<file path="src/rtl/rom_sequencer_if.sv">
// ROM-side and display-side signals of rom_sequencer, bundled for port lists.
// slave is the sequencer's view; master is the surrounding ROM/control/display side.
interface rom_sequencer_if #(
  parameter int unsigned WIDTH      = 16,
  parameter int unsigned ADDR_WIDTH = 8
);
  logic                  run;
  logic                  step;
  logic [ADDR_WIDTH-1:0] rom_addr;
  logic [WIDTH-1:0]      rom_q;
  logic [WIDTH-1:0]      data;
  logic                  data_valid;
  logic                  word_strobe;

  modport slave (
    input  run, step, rom_q,
    output rom_addr, data, data_valid, word_strobe
  );

  modport master (
    output run, step, rom_q,
    input  rom_addr, data, data_valid, word_strobe
  );
endinterface

</file>
<file path="src/rtl/rom_sequencer.sv">
// Timed ROM fetch controller: fetch a word, capture it after ROM_LATENCY cycles,
// hold it for HOLD_CYCLES (while run=1) or until a step pulse, then advance.
module rom_sequencer #(
  parameter int unsigned WIDTH       = 16,
  parameter int unsigned ADDR_WIDTH  = 8,
  parameter int unsigned LAST_ADDR   = 255,
  parameter int unsigned HOLD_CYCLES = 16777216,
  parameter int unsigned ROM_LATENCY = 1
) (
  input  logic           clk,
  input  logic           rst,
  rom_sequencer_if.slave bus
);
  localparam int unsigned HOLD_W = (HOLD_CYCLES > 1) ? $clog2(HOLD_CYCLES) : 1;
  localparam int unsigned LAT_W  = (ROM_LATENCY > 0) ? $clog2(ROM_LATENCY + 1) : 1;

  localparam logic [HOLD_W-1:0]     HOLD_LAST = HOLD_W'(HOLD_CYCLES - 1);
  localparam logic [LAT_W-1:0]      LAT_LAST  = LAT_W'(ROM_LATENCY);
  localparam logic [ADDR_WIDTH-1:0] ADDR_LAST = ADDR_WIDTH'(LAST_ADDR);

  typedef enum logic {
    FETCH,
    HOLD
  } state_t;

  state_t                state_q,    state_d;
  logic [ADDR_WIDTH-1:0] addr_q,     addr_d;
  logic [WIDTH-1:0]      data_q,     data_d;
  logic                  valid_q,    valid_d;
  logic                  strobe_q,   strobe_d;
  logic [HOLD_W-1:0]     hold_cnt_q, hold_cnt_d;
  logic [LAT_W-1:0]      lat_cnt_q,  lat_cnt_d;
  logic                  advance;

  always_comb begin
    state_d    = state_q;
    addr_d     = addr_q;
    data_d     = data_q;
    valid_d    = valid_q;
    strobe_d   = 1'b0;
    hold_cnt_d = hold_cnt_q;
    lat_cnt_d  = lat_cnt_q;
    advance    = 1'b0;

    case (state_q)
      FETCH: begin
        // run/step deliberately not looked at here: a step during fetch is dropped
        if (lat_cnt_q == LAT_LAST) begin
          data_d     = bus.rom_q;
          valid_d    = 1'b1;
          strobe_d   = 1'b1;
          hold_cnt_d = '0;
          state_d    = HOLD;
        end else begin
          lat_cnt_d = lat_cnt_q + 1'b1;
        end
      end
      HOLD: begin
        advance = (bus.run && (hold_cnt_q == HOLD_LAST)) || bus.step;
        if (advance) begin
          addr_d     = (addr_q == ADDR_LAST) ? '0 : addr_q + 1'b1;
          hold_cnt_d = '0;
          lat_cnt_d  = '0;
          state_d    = FETCH;
        end else if (bus.run) begin
          hold_cnt_d = hold_cnt_q + 1'b1;
        end
      end
      default: begin
        state_d = FETCH;
      end
    endcase
  end

  always_ff @(posedge clk) begin
    if (rst) begin
      state_q    <= FETCH;
      addr_q     <= '0;
      data_q     <= '0;
      valid_q    <= 1'b0;
      strobe_q   <= 1'b0;
      hold_cnt_q <= '0;
      lat_cnt_q  <= '0;
    end else begin
      state_q    <= state_d;
      addr_q     <= addr_d;
      data_q     <= data_d;
      valid_q    <= valid_d;
      strobe_q   <= strobe_d;
      hold_cnt_q <= hold_cnt_d;
      lat_cnt_q  <= lat_cnt_d;
    end
  end

  assign bus.rom_addr    = addr_q;
  assign bus.data        = data_q;
  assign bus.data_valid  = valid_q;
  assign bus.word_strobe = strobe_q;
endmodule
</file>
<file path="src/flat_wrapper.sv">
// flat-port wrapper written by rule: the top's interface ports become plain ports
module rom_sequencer_flat 
#(
  parameter int unsigned WIDTH       = 16,
  parameter int unsigned ADDR_WIDTH  = 8,
  parameter int unsigned LAST_ADDR   = 255,
  parameter int unsigned HOLD_CYCLES = 16777216,
  parameter int unsigned ROM_LATENCY = 1
)
  (clk, rst, bus_run, bus_step, bus_rom_q, bus_rom_addr, bus_data, bus_data_valid, bus_word_strobe);
  rom_sequencer_if #(.WIDTH(WIDTH), .ADDR_WIDTH(ADDR_WIDTH)) bus_i ();
  input  logic clk;
  input  logic rst;
  input wire logic [$bits(bus_i.run)-1:0] bus_run;
  input wire logic [$bits(bus_i.step)-1:0] bus_step;
  input wire logic [$bits(bus_i.rom_q)-1:0] bus_rom_q;
  output wire logic [$bits(bus_i.rom_addr)-1:0] bus_rom_addr;
  output wire logic [$bits(bus_i.data)-1:0] bus_data;
  output wire logic [$bits(bus_i.data_valid)-1:0] bus_data_valid;
  output wire logic [$bits(bus_i.word_strobe)-1:0] bus_word_strobe;
  assign bus_i.run = bus_run;
  assign bus_i.step = bus_step;
  assign bus_i.rom_q = bus_rom_q;
  assign bus_rom_addr = bus_i.rom_addr;
  assign bus_data = bus_i.data;
  assign bus_data_valid = bus_i.data_valid;
  assign bus_word_strobe = bus_i.word_strobe;
  rom_sequencer #(.WIDTH(WIDTH), .ADDR_WIDTH(ADDR_WIDTH), .LAST_ADDR(LAST_ADDR), .HOLD_CYCLES(HOLD_CYCLES), .ROM_LATENCY(ROM_LATENCY)) u_core (.clk(clk), .rst(rst), .bus(bus_i));
endmodule
</file>
<file path="config.mk">
export PLATFORM = sky130hd
export DESIGN_NAME = rom_sequencer_flat
export DESIGN_NICKNAME = d
export VERILOG_FILES = /design/src/rtl/rom_sequencer_if.sv /design/src/rtl/rom_sequencer.sv /design/src/flat_wrapper.sv
export SDC_FILE = /design/constraint.sdc
export NUM_CORES = 1
export LEC_CHECK = 0
export CAP_MARGIN = 20
export CORE_MARGIN = 3
export CORE_UTILIZATION = 45
export CTS_BUF_LIST = sky130_fd_sc_hd__clkbuf_4 sky130_fd_sc_hd__clkbuf_8
export DETAILED_ROUTE_END_ITERATION = 8
export PLACE_DENSITY = 0.72
export SYNTH_ARGS = -nofsm -noshare
export SYNTH_HDL_FRONTEND = slang
export SYNTH_SLANG_ARGS = --single-unit
</file>
<file path="constraint.sdc">
create_clock -name clk -period 2.6 [get_ports clk]
set_input_delay 0.39 -clock clk [delete_from_list [all_inputs] [get_ports clk]]
set_output_delay 0.39 -clock clk [all_outputs]
set_load 0.005 [all_outputs]
</file>
==> metrics.yaml <==
synth_most_common_cell: "nand2_1"
hold_start: "u_core.bus.data[3]"
layout-drive-gt1-share_pct: 7.76
synthesis.nets: 325
min_period_ns: 2.24
cp-end-kind: "flop"
core_area_mm2: 0.00514
status: "complete, no violations"
synth_area_leaders: "dfxtp_1 43%, a21oi_1 8.9%, nand2_1 8.6%"
final_nets: 370
synth_seq_cells: 52
max_freq_mhz: 447
area_delta_synth_final_pct: 26.4
grt_max_degree: 31
io_pins: 46
drtIter0Drc: 116
track_usage_pct: 19.5
die_h_um: 79.2
synth-seq-area-share_pct: 43.2
p_per_area_mw_per_mm2: 501
cts_hold_buf: 0
syn_avg_cell_area_um2: 7.95
clockBufferDepth: 2
tightest_slew_ns: 0.667
timing_max_transition_violations_final: 0
critPathLaunch: "u_core.hold_cnt_q[0]"
hpwl_um: 4290
synth_edf_count: 0
die_w_um: 79.2
antennaDiodeCount: 0
path_clk_slew_ns: 0.09
clk_latency_ns: 0.30
ir_drop_mv: 0.215
io_buffers: 45
routabilityCongestion: 0.890
rsz0062_at_grt: "no"
routedWlPerCell_um: 14.2
crit-reg2reg-launch: "u_core.hold_cnt_q[0]"
grt_pass1_wl_um: 9940
synth_cells: 303
yosys.area.top_type: "dfxtp_1"
drv_cap: 0
yosys_warnings: 0
p_leak_nw: 1.01
drc: 0
first_pass_iters: 4
cp.required_ns: 2.84
netlist_area_mm2: 0.00241
cpMaxStageDelayCell: "or4_1"
cp_cell_sequence: "ha_1 > nand3_2 > nor4_4 > a21oi_2 > or4_1 > a21oi_1"
finalWirelength_um: 5940
skew_ns: 0.00929
clock_sinks: 52
cts-root-buf: "clkbuf_8"
n_fill_cell: 491
cp.arrival_ns: 2.48
cts_tree: "built"
cp_max_fo: 13
synth_top_area_share_pct: 43.2
row_count: 26
synth_ff_type: "dfxtp_1"
path_buf_inv: 0
finalSetupViolCount: 0
via_count: 2356
slowest_delay_ns: 0.51
hold_viol_final: 0
vias_per_cell: 5.64
htree_levels: 2
grt_pass1_vias: 2167
globalRouteOverflowTotal: 0
cts_resized: 0
dieArea_mm2: 0.00627
start_util_pct: 46.9
period_share_pct: 86.1
cts_setup_buffers: 0
antenna_left: 0
critical_path_class: "reg -> reg"
slew_headroom_pct: 55.5
ys_types: 44
final_core_util_pct: 59.3
cts_made_buffers: 5
holdWs_ns: 0.458
grt_antenna_before_repair: 0
min_path_type: "reg -> reg"
startpoint_type: "flop"
critPathTopFamily: "simple AND/OR/NAND/NOR gates"
ys_async_sr_fraction_pct: 0
synth_common_cells: "55 x nand2_1, 52 x dfxtp_1, 43 x a21oi_1"
-- report_power, final --
group	switching, W	leakage, nW	total, W	internal [W]
Combinational	0.000106	0.534	0.000208	0.000102
Sequential	0.0000134	0.422	0.000834	0.000821
Clock	0.000247	0.0503	0.000484	0.000237
Total	0.000367	1.01	0.00153	0.00116
-- layout by cell type, fill, tap and decap left out, types with 3 or more instances in the layout --
master            n
nand3_1          15
and3_1            4
nand2b_1          4
clkdlybuf4s50_1  45
a31oi_1           8
nor2b_1           3
nand4_1           7
nand2_1          55
a41oi_1           4
a21oi_1          43
o21ai_0          14
dfxtp_1          52
and4_1            6
nor4_1            4
and2_1            3
nor2_1           18
clkbuf_8          8
buf_4             8
nor3_1            9
o31ai_1           3
inv_1             6
-- tightest hold or removal path, delay by kind of cell, from the launching register on --
kind,cells,cell delay (ns)
flip-flops,1,0.31
AND/OR/NAND/NOR,1,0.05
AO/OA/AOI/OAI,1,0.05
-- final cells by class --
type	count	area, um^2	share of cell area [%]
multi-input cells	229	1270	41.8
flip-flops and latches	52	1040	34.2
clock buffers	7	96.3	3.16
well taps	70	87.6	2.87
repair buffers	54	524	17.2
inverters	6	22.5	0.739
-- per-layer routing --
metal / vias up / routed length [um] / global-route usage (%)
met4: 0 / 62 / 5.15
li1: 1190 / - / -
met3: 7 / 372 / 4.31
met1: 1083 / 2770 / 26.2
met2: 76 / 2730 / 31.6
met5: - / 0 / 0
-- flip-flops by register name (all words and copies together), names as in the netlist --
signal	cells
u_core.bus.data	16
u_core.bus.data_valid	1
u_core.bus.rom_addr	8
u_core.bus.word_strobe	1
u_core.hold_cnt_q	24
u_core.lat_cnt_q	1
u_core.state_q	1
-- logic make-up (layout without fill, tap and decap cells) --
| family | after synthesis | in the layout | synth area share [%] |
|---|---|---|---|
| simple gates | 141 | 141 | 30.4 |
| compound gates | 83 | 83 | 20.3 |
| buf+inv | 22 | 67 | 3.89 |
| fa+ha+maj | 2 | 2 | 1.04 |
| xor+xnor | 2 | 2 | 0.727 |
| mux | 1 | 1 | 0.415 |
| flops | 52 | 52 | 43.2 |
-- final timing paths --
kind                            depth (start not counted)                      to  slack, ns
worst max register to register                          6  u_core.bus.rom_addr[0]       0.36
worst min register to register                          2      u_core.bus.data[3]       0.46
worst max-delay path                                    6  u_core.bus.rom_addr[0]       0.36
worst min-delay path                                    2      u_core.bus.data[3]       0.46
-- per-stage QoR --
stage	total power, W	setup TNS, ns	area (um^2)	worst slack [ns]	cells
floorplan	0.000953	0	2410	0.723	303
global placement	0.00106	0	2930	0.0461	409
detailed placement	0.00106	-0.0920	2930	-0.0310	409
CTS	0.00154	0	3030	0.192	416
global route	0.00161	0	3050	0.192	418
finish	0.00153	0	3050	0.362	418
Power figures use the tool's default switching activity.
